===== config.mk =====
export PLATFORM = sky130hd
export DESIGN_NAME = fwrite_engine_flat
export DESIGN_NICKNAME = d
export VERILOG_FILES = /design/src/rtl/fwrite_engine_if.sv /design/src/rtl/fwrite_engine.sv /design/src/flat_wrapper.sv
export SDC_FILE = /design/constraint.sdc
export NUM_CORES = 1
export LEC_CHECK = 0
export ABC_AREA = 1
export CORE_ASPECT_RATIO = 0.9
export CORE_MARGIN = 2
export CORE_UTILIZATION = 30
export CTS_CLUSTER_SIZE = 28
export DETAILED_ROUTE_END_ITERATION = 10
export RECOVER_POWER = 100
export SYNTH_ARGS = -nofsm -noshare
export SYNTH_HDL_FRONTEND = slang
export SYNTH_SLANG_ARGS = --single-unit

===== constraint.sdc =====
create_clock -name clk -period 5.7 [get_ports clk]
set_clock_uncertainty 0.15 [all_clocks]
set_input_delay 1.425 -clock clk [delete_from_list [all_inputs] [get_ports clk]]
set_output_delay 1.425 -clock clk [all_outputs]
set_load 0.03 [all_outputs]

===== src/rtl/fwrite_engine_if.sv =====
// Shared single-outstanding memory bus between the fwrite engine (master) and memory (slave).
// Latency: none, wires only; a transaction completes on the edge where valid && ready.
// Backpressure: the slave holds ready low to stall; the master keeps addr/write/wdata stable meanwhile.
//
// Signals: addr/size/valid/write/wdata driven by the master, rdata/ready driven by the slave.
interface fwrite_engine_if #(
    parameter int DATA_W = 32,
    parameter int ADDR_W = 32
);
    logic [ADDR_W-1:0] addr;
    logic [2:0]        size;
    logic              valid;
    logic              write;
    logic [DATA_W-1:0] wdata;
    logic [DATA_W-1:0] rdata;
    logic              ready;

    modport master (output addr, size, valid, write, wdata, input rdata, ready);
    modport slave  (input addr, size, valid, write, wdata, output rdata, ready);
endinterface


===== src/rtl/fwrite_engine.sv =====
// Copies elem_size*nmemb bytes from src to a fixed port (DST_INC=0) or incrementing dst (DST_INC=1).
// Latency: 1 + multiply cycles (highest set bit of nmemb + 1) + 4 cycles per byte with zero bus stall.
// Backpressure: each bus request is held until ready; abort takes effect only at a transaction boundary.
//
// Ports: clk, rstb (async active-low); start/abort control; src, dst, elem_size, nmemb job
// parameters; idle/done/aborted/ret/bytes_done status; bus = memory master port.
module fwrite_engine #(
    parameter int DATA_W  = 32,
    parameter int ADDR_W  = 32,
    parameter int MUL_W   = 16,
    parameter int LEN_W   = 32,
    parameter bit DST_INC = 1'b0
) (
    input  logic              clk,
    input  logic              rstb,
    input  logic              start,
    input  logic              abort,
    input  logic [ADDR_W-1:0] src,
    input  logic [ADDR_W-1:0] dst,
    input  logic [MUL_W-1:0]  elem_size,
    input  logic [MUL_W-1:0]  nmemb,
    output logic              idle,
    output logic              done,
    output logic              aborted,
    output logic [MUL_W-1:0]  ret,
    output logic [LEN_W-1:0]  bytes_done,
    fwrite_engine_if.master   bus
);
    localparam int LANES  = DATA_W / 8;
    localparam int LANE_W = $clog2(LANES);

    typedef enum logic [2:0] {S_IDLE, S_MUL, S_RD, S_WR, S_FIN} state_t;

    state_t             state, state_nxt;
    logic [ADDR_W-1:0]  src_q, dst_q, addr_q;
    logic [MUL_W-1:0]   nmemb_q, mplier;
    logic [LEN_W-1:0]   mcand, product, idx;
    logic [7:0]         byte_q;
    logic               valid_q, write_q, aborted_q;
    logic [DATA_W-1:0]  wdata_q;

    logic [LEN_W-1:0]   prod_nxt, idx_inc;
    logic               mul_last, xfer, fin_abort;
    logic [ADDR_W-1:0]  rd_addr, wr_addr;

    // Shift-add multiply: nmemb is the multiplier, elem_size the multiplicand.
    // A zero multiplicand cannot change the product, so it finishes at once.
    assign prod_nxt = mplier[0] ? product + mcand : product;
    assign mul_last = ((mplier >> 1) == '0) || (mcand == '0);

    assign xfer    = valid_q && bus.ready;
    assign idx_inc = idx + LEN_W'(1);
    assign rd_addr = src_q + ADDR_W'(idx);
    assign wr_addr = DST_INC ? dst_q + ADDR_W'(idx) : dst_q;

    // Abort ends the job either before a read is issued or when a read/write completes.
    assign fin_abort = abort && (((state == S_RD) && (!valid_q || bus.ready)) ||
                                 ((state == S_WR) && xfer));

    always_ff @(posedge clk or negedge rstb) begin
        if (!rstb) state <= S_IDLE;
        else       state <= state_nxt;
    end

    always_comb begin
        state_nxt = state;
        unique case (state)
            S_IDLE: if (start) state_nxt = S_MUL;
            S_MUL:  if (mul_last) state_nxt = (prod_nxt == '0) ? S_FIN : S_RD;
            S_RD: begin
                if (!valid_q) begin
                    if (abort) state_nxt = S_FIN;
                end else if (bus.ready) begin
                    state_nxt = abort ? S_FIN : S_WR;
                end
            end
            S_WR: begin
                if (xfer) state_nxt = (abort || idx_inc == product) ? S_FIN : S_RD;
            end
            S_FIN:   state_nxt = S_IDLE;
            default: state_nxt = S_IDLE;
        endcase
    end

    always_ff @(posedge clk or negedge rstb) begin
        if (!rstb) begin
            src_q      <= '0;
            dst_q      <= '0;
            nmemb_q    <= '0;
            mcand      <= '0;
            mplier     <= '0;
            product    <= '0;
            idx        <= '0;
            byte_q     <= '0;
            bytes_done <= '0;
            addr_q     <= '0;
            valid_q    <= 1'b0;
            write_q    <= 1'b0;
            wdata_q    <= '0;
            ret        <= '0;
            aborted_q  <= 1'b0;
        end else begin
            unique case (state)
                S_IDLE: begin
                    if (start) begin
                        src_q      <= src;
                        dst_q      <= dst;
                        nmemb_q    <= nmemb;
                        mcand      <= LEN_W'(elem_size);
                        mplier     <= nmemb;
                        product    <= '0;
                        idx        <= '0;
                        bytes_done <= '0;
                    end
                end
                S_MUL: begin
                    product <= prod_nxt;
                    mcand   <= mcand << 1;
                    mplier  <= mplier >> 1;
                end
                S_RD: begin
                    if (!valid_q) begin
                        if (!abort) begin
                            valid_q <= 1'b1;
                            write_q <= 1'b0;
                            addr_q  <= rd_addr;
                        end
                    end else if (bus.ready) begin
                        valid_q <= 1'b0;
                        byte_q  <= 8'(bus.rdata >> {addr_q[LANE_W-1:0], 3'b000});
                    end
                end
                S_WR: begin
                    if (!valid_q) begin
                        valid_q <= 1'b1;
                        write_q <= 1'b1;
                        addr_q  <= wr_addr;
                        wdata_q <= DATA_W'(byte_q) << {wr_addr[LANE_W-1:0], 3'b000};
                    end else if (bus.ready) begin
                        valid_q    <= 1'b0;
                        idx        <= idx_inc;
                        bytes_done <= bytes_done + LEN_W'(1);
                    end
                end
                default: ;
            endcase

            // Result is latched on entry to FIN so it is valid for the whole done cycle.
            if (state_nxt == S_FIN && state != S_FIN) begin
                ret       <= fin_abort ? '0 : nmemb_q;
                aborted_q <= fin_abort;
            end
        end
    end

    assign idle      = (state == S_IDLE);
    assign done      = (state == S_FIN);
    assign aborted   = aborted_q && done;
    assign bus.addr  = addr_q;
    assign bus.size  = 3'd0;
    assign bus.valid = valid_q;
    assign bus.write = write_q;
    assign bus.wdata = wdata_q;
endmodule


===== src/flat_wrapper.sv =====
// flat-port wrapper written by rule: the top's interface ports become plain ports
module fwrite_engine_flat 
#(
    parameter int DATA_W  = 32,
    parameter int ADDR_W  = 32,
    parameter int MUL_W   = 16,
    parameter int LEN_W   = 32,
    parameter bit DST_INC = 1'b0
)
  (clk, rstb, start, abort, src, dst, elem_size, nmemb, idle, done, aborted, ret, bytes_done, bus_addr, bus_size, bus_valid, bus_write, bus_wdata, bus_rdata, bus_ready);
  fwrite_engine_if #(.DATA_W(DATA_W), .ADDR_W(ADDR_W)) bus_i ();
  input  logic clk;
  input  logic rstb;
  input  logic start;
  input  logic abort;
  input  logic [ADDR_W-1:0] src;
  input  logic [ADDR_W-1:0] dst;
  input  logic [MUL_W-1:0] elem_size;
  input  logic [MUL_W-1:0] nmemb;
  output logic idle;
  output logic done;
  output logic aborted;
  output logic [MUL_W-1:0] ret;
  output logic [LEN_W-1:0] bytes_done;
  output wire logic [$bits(bus_i.addr)-1:0] bus_addr;
  output wire logic [$bits(bus_i.size)-1:0] bus_size;
  output wire logic [$bits(bus_i.valid)-1:0] bus_valid;
  output wire logic [$bits(bus_i.write)-1:0] bus_write;
  output wire logic [$bits(bus_i.wdata)-1:0] bus_wdata;
  input wire logic [$bits(bus_i.rdata)-1:0] bus_rdata;
  input wire logic [$bits(bus_i.ready)-1:0] bus_ready;
  assign bus_addr = bus_i.addr;
  assign bus_size = bus_i.size;
  assign bus_valid = bus_i.valid;
  assign bus_write = bus_i.write;
  assign bus_wdata = bus_i.wdata;
  assign bus_i.rdata = bus_rdata;
  assign bus_i.ready = bus_ready;
  fwrite_engine #(.DATA_W(DATA_W), .ADDR_W(ADDR_W), .MUL_W(MUL_W), .LEN_W(LEN_W), .DST_INC(DST_INC)) u_core (.clk(clk), .rstb(rstb), .start(start), .abort(abort), .src(src), .dst(dst), .elem_size(elem_size), .nmemb(nmemb), .idle(idle), .done(done), .aborted(aborted), .ret(ret), .bytes_done(bytes_done), .bus(bus_i));
endmodule

==> Word level (Yosys, flattened, before mapping) <==
Index checks and enable logic that the tools add are counted.
{ "word_totals": {"reg_bits": 318, "elab_cells": 97} }
{ "classes": {"n_addsub": 4, "n_eq_ne": 13, "n_shift": 2, "mux": 37, "n_bitwise": 1, "reduce_logical": 24} }
{ "op_table": {"columns": ["op", "count"], "rows": [
  ["$mux 32", 10],
  ["$pmux 32 s2", 5],
  ["$add 32x1->32 const B", 2],
  ["$add 32x32->32", 2],
  ["$logic_not 32->1", 2],
  ["$eq 32x32->1", 1],
  ["$mux 16", 2],
  ["$pmux 16 s2", 1],
  ["$shl 8x5->32", 1],
  ["$shr 32x5->8", 1],
  ["$mux 3", 9],
  ["$logic_not 16->1", 1],
  ["$pmux 3 s4", 1],
  ["$ne 2x2->1 const B", 5],
  ["$reduce_and 4->1", 2],
  ["$mux 1", 7],
  ["$eq 3x2->1 const B", 2],
  ["$eq 3x3->1 const B", 2],
  ["$logic_and 1x1->1", 6],
  ["$reduce_and 2->1", 3],
  ["$reduce_bool 2->1", 3],
  ["$logic_or 1x1->1", 4],
  ["$pmux 1 s2", 2],
  ["$eq 3x1->1 const B", 1],
  ["other kinds (6)", 6]
]} }

==> Logic depth before layout (Yosys ltp) <==
{ "depth": {"depth_word": 8, "depth_mapped": 21, "mapped_depth_nobuf": 20} }

==> Worst setup path before layout <==
No wires, ideal clock.
{ "synth_path": {"path_kind": "input-to-reg", "from": "in bus_ready", "to": "reg u_core.bytes_done[19]", "setup_ns": 0.120, "t_arrival_ns": 2.941, "setup_slack_ns": 2.490, "path_stages": 16, "path_cell_list": "nand2_1 -> inv_1 -> nand2_2 -> nand2_4 -> inv_4 -> nor3_4 -> nand2_1 -> nor2_2 -> nand2_1 -> nor2_2 -> nand4_2 -> inv_2 -> nand2_2 -> nor2_4 -> nand3_1 -> and3_1"} }
{ "synth_between": {"elab_chain_cells": 2} }
{ "synth_rtl": {"columns": ["item", "line_no", "rtl"], "rows": [
  ["from (decl)", "flat_wrapper.sv:31", "input wire logic [$bits(bus_i.ready)-1:0] bus_ready;"],
  ["$ne 2x2->1 (no line)", null, null],
  ["$reduce_and 4->1 (no line)", null, null],
  ["to (signal assigned)", "fwrite_engine.sv:142", "bytes_done <= bytes_done + LEN_W'(1);"],
  ["to (decl)", "fwrite_engine.sv:26", "output logic [LEN_W-1:0] bytes_done,"]
]} }
Every way passes these cells.
A chain may end at the register's enable or synchronous reset.

==> Worst setup path in the final report <==
{ "layout_path": {"from": "in bus_ready", "to": "reg u_core.bytes_done[21]"} }
The elaborated chain is that of the path after synthesis.

==> results.md <==
Final layout:
- The sequential cell area in the final layout is a little under 0.008 sq mm.
- The area used by multi-input combinational logic is 0.00989 sq mm.
- The design area is 0.0241 sq mm.
- The number of filler cells placed in the layout is between 6000 and 7000.
- In the final layout, the share of cells above drive strength 1 is under 10%.
- From synthesis to final layout, the design area changed by 23.6%.
- The layout net count is around 3100.

GRT:
- The via count of the first global-routing pass is 17900.
- Entering global routing, the biggest net connects 104 pins.
- The number of antenna violations at the first check in global routing came to 6.
- The overall routing resource usage is 18.5%.
- Summed over all layers, the global routing overflow is 0.
- The global-route wire length before repair is 99000 um.

Synth:
- The number of distinct library cell variants in the gate-level netlist after synthesis is 57.
- The most instantiated library cell after synthesis is sky130_fd_sc_hd__nand2_1.
- After synthesis, the most frequently instantiated cells are sky130_fd_sc_hd__nand2_1, sky130_fd_sc_hd__dfrtp_1, sky130_fd_sc_hd__inv_1.
- For this run, the number of Yosys warnings is 0.
- The post-synthesis cell type with the largest combined area is sky130_fd_sc_hd__dfrtp_1.
- The most common flop cell mapped by yosys is sky130_fd_sc_hd__dfrtp_1.
- Synthesis inferred 318 register bits.
- After synthesis, the cell types taking the most area are sky130_fd_sc_hd__dfrtp_1, sky130_fd_sc_hd__nand2_1, sky130_fd_sc_hd__inv_1, sky130_fd_sc_hd__nand3_1, sky130_fd_sc_hd__ha_1.
- In this run, synthesis inferred 0 flip-flops with an integrated enable.
- The cell count after synthesis is 2729.
- The share of Yosys cell area claimed by the top area cell type is 40.9%.
- After synthesis, flip-flops and latches occupy 40.9% of the total area.
- The average cell area after synthesis is 7.13 sq um.
- The netlist area before placement is about 0.019 sq mm.
- The share of flip-flops with an asynchronous set or reset after synthesis is 100%.

Critical path:
- On the worst path, the slowest cell contributes a delay of ~0.85 ns.
- The startpoint type of the worst setup path is an input pin.
- Among the stages of the critical path, the cell type that occurs most often is sky130_fd_sc_hd__nand2_1.
- The largest fanout on the critical path is 25.
- By startpoint and endpoint, the worst setup path is classified as in2reg.
- The slowest stage of the critical path is the sky130_fd_sc_hd__clkinvlp_2 cell.
- For the worst flop-to-flop path, the logic depth is 9.
- The data required time of the worst path is 5.91 ns.
- The type of element capturing the critical path is a register.
- STA puts the critical path data arrival time at between 4 and 5 ns.
- The critical path goes through dlygate4sd3_1, nand2_1, inv_1, nand2_1, nand2_1, clkinvlp_2, nor3_4, nand2_1, nor2_2, nand2_1, nor2_2, nand4_2, inv_2, nand3_1, nor2_1, xor2_1, nor2_1.

Power and ir drop:
- Net switching is 45.4% of the power.
- The static leakage power is 0.0118 uW.
- The reported net switching power is 5430 uW.
- Per report_power, the sequential group accounts for 31.6% of the total.
- The share of power burned in the clock network is roughly a fifth.
- Across the VDD grid, the largest voltage drop is 0.000287 V.
- Of the total power, combinational logic draws 47.0%.
- The internal power contribution is 6520 uW.
- The ratio of total power to cell area is about 500 mW/mm^2.

Detailed routing:
- In this run the remaining antenna-violating nets after routing total 0.
- The final routed DRC violation total is 0.
- The final routed wire length divided by cell count is ~16 um.
- The routed design has around 62000 um of wire.
- The routed layout has 18300 vias.
- The post-detailed-route via-to-cell ratio is between 4 and 5.
- After the first detailed-routing iteration, the DRC count stood at 1378.
- The first-pass iteration count of the detailed router is 5.

Clock tree:
- The count of clock tree sinks is 318.
- The total setup buffers inserted after CTS is 0.
- Clock-pin slew was measured on the worst setup and hold paths at 0.06 ns.
- In this run the number of H-tree levels came out at 2.
- TritonCTS built the clock tree.
- The number of resized instances in the post-cts repair step is 0.
- The tree is rooted in a sky130_fd_sc_hd__clkbuf_16.
- TritonCTS created 37 clock buffers.
- The deepest clock path buffer count is 3.
- For the worst-skew pair, the clock arrives at the later sink with an insertion delay of 0.56 ns.
- In this run, post-CTS hold repair placed 0 buffers.

Timing:
- The final hold slack is 0.320 ns.
- Setup repair after global routing left no endpoint under its margin.
- At the pin with the least slew margin, the transition time is 2.37 ns.
- The final count of negative-setup-slack endpoints is 0.
- The final worst-path cycle share is 80.8%.
- The shortest period the worst path allows is 4.61 ns.
- The total count of hold-check failures in the final report is 0.
- For the final routed database, the setup TNS stands at 0 ns.
- Timing would allow up to ~0.22 GHz.
- The worst-case headroom to the max-slew limit is -58.2%.
- The number of pins with negative max-slew slack in the final report is 352.

Worst hold path:
- The worst hold path cell count is 2.
- The kind of path behind the tightest hold check is reg2reg.

Die:
- The floorplan step set the die width to ~270 um.
- The full die area is 0.0669 sq mm.
- In this run the standard cell core region covers 0.0641 sq mm.
- 253 I/O pins were placed.
- After floorplanning, the core was divided into 88 placement rows.
- The floorplan step set the die height to 246 um.
- Once the floorplan was initialized, standard cells occupied 30.4% of the core.

Run:
- The max-capacitance violation count is 6.

Status:
- The flow ran to the end, but the final reports show violations.
- The checks that failed: capacitance limit, slew limit.

Placement:
- The number of I/O port buffers is 249.
- The post-DP HPWL is 46800 um.
- The congestion estimate from routability-driven global placement came to 0.891.
- Once placement finished, the instance area stood at 0.0229 sq mm.
[path summary, 6_finish.rpt]
kind / slack (ns) / end / from
worst max-delay path: 1.09 / u_core.bytes_done[21] / bus_ready
worst min-delay path: 0.32 / u_core.dst_q[24] / u_core.dst_q[24]
worst max register to register: 1.27 / u_core.mcand[9] / u_core.state[2]
worst min register to register: 0.32 / u_core.dst_q[24] / u_core.dst_q[24]
max in group asynchronous: 2.41 / u_core.mcand[1] / rstb
min in group asynchronous: 1.39 / u_core.bytes_done[16] / rstb
[placed cells by master (no fill, tap or decap), types with 26 or more instances in the layout]
| cell | instances |
|---|---|
| sky130_fd_sc_hd__nand2_1 | 956 |
| sky130_fd_sc_hd__dfrtp_1 | 318 |
| sky130_fd_sc_hd__inv_1 | 311 |
| sky130_fd_sc_hd__nor2_1 | 204 |
| sky130_fd_sc_hd__nand3_1 | 179 |
| sky130_fd_sc_hd__o21ai_0 | 153 |
| sky130_fd_sc_hd__clkdlybuf4s50_1 | 128 |
| sky130_fd_sc_hd__dlygate4sd3_1 | 120 |
| sky130_fd_sc_hd__a21oi_1 | 81 |
| sky130_fd_sc_hd__o22ai_1 | 66 |
| sky130_fd_sc_hd__ha_1 | 64 |
| sky130_fd_sc_hd__nor3_1 | 42 |
| sky130_fd_sc_hd__clkbuf_16 | 38 |
| sky130_fd_sc_hd__xor2_1 | 37 |
| sky130_fd_sc_hd__nand4_1 | 28 |
| sky130_fd_sc_hd__o31ai_1 | 26 |
[cells by family (layout without fill, tap and decap cells)]
logic type / count (synthesis) / in the layout / share of synthesized area [%]
AO/OA/AOI/OAI: 393 / 393 / 11.7
XOR/XNOR: 55 / 55 / 2.66
adder cells (fa/ha/maj): 66 / 66 / 4.32
buffers and inverters: 410 / 652 / 8.10
flip-flops: 318 / 318 / 40.9
multiplexers: 1 / 1 / 0.0514
other: 1 / 4 / 0.0193
AND/OR/NAND/NOR: 1485 / 1485 / 32.2
[sequential cells by signal, summed over array words and instances, names as in the netlist, 3 cells and up]
register and count:
u_core.bus.addr 32, u_core.bus.wdata 32, u_core.byte_q 8, u_core.bytes_done 32
u_core.dst_q 32, u_core.idx 32, u_core.mcand 32, u_core.mplier 16
u_core.nmemb_q 16, u_core.product 32, u_core.ret 16, u_core.src_q 32
u_core.state 3
[metal layers]
metal | up-vias | GRT usage, % | wire length [um]
met5 | - | 0 | 58
met3 | 69 | 3.34 | 3510
met4 | 10 | 3.91 | 979
li1 | 9299 | - | -
met2 | 412 | 29.9 | 27800
met1 | 8536 | 25.8 | 29800
[metrics by stage]
| step | util [%] | std cells | setup slack [ns] | power [uW] |
|---|---|---|---|---|
| floorplan | - | 2731 | 2.49 | 7550 |
| global placement | 35.7 | 3766 | 1.48 | 9480 |
| detailed placement | 35.7 | 3766 | 1.42 | 9540 |
| CTS | 37.7 | 3828 | 1.86 | 12200 |
| global route | 37.5 | 3828 | 0.750 | 13000 |
| finish | 37.5 | 3829 | 1.09 | 12000 |
[final cells by class]
cell class              instances  area share [%]
inverters                     324            5.08
repair buffers                266            10.9
clock inverters                14           0.884
multi-input cells            2003            41.1
clock buffers                  48            4.48
flip-flops and latches        318            33.1
well taps                     855            4.45
diodes                          1          0.0104
[critical path, delay by kind of cell]
family | cells | cell delay (ns)
xor+xnor | 1 | 0.15
simple gates | 12 | 1.59
buf+inv | 4 | 1.64
[power groups by stage]
stage | sequential [uW] | combinational, uW | clock [uW]
2_1_floorplan | 3910 | 3640 | 0
3_3_place_gp | 3820 | 5670 | 0
3_5_place_dp | 3810 | 5740 | 0
4_1_cts | 3780 | 5760 | 2630
5_1_grt | 3860 | 6380 | 2710
6_report | 3770 | 5620 | 2560
Power figures use the tool's default switching activity.
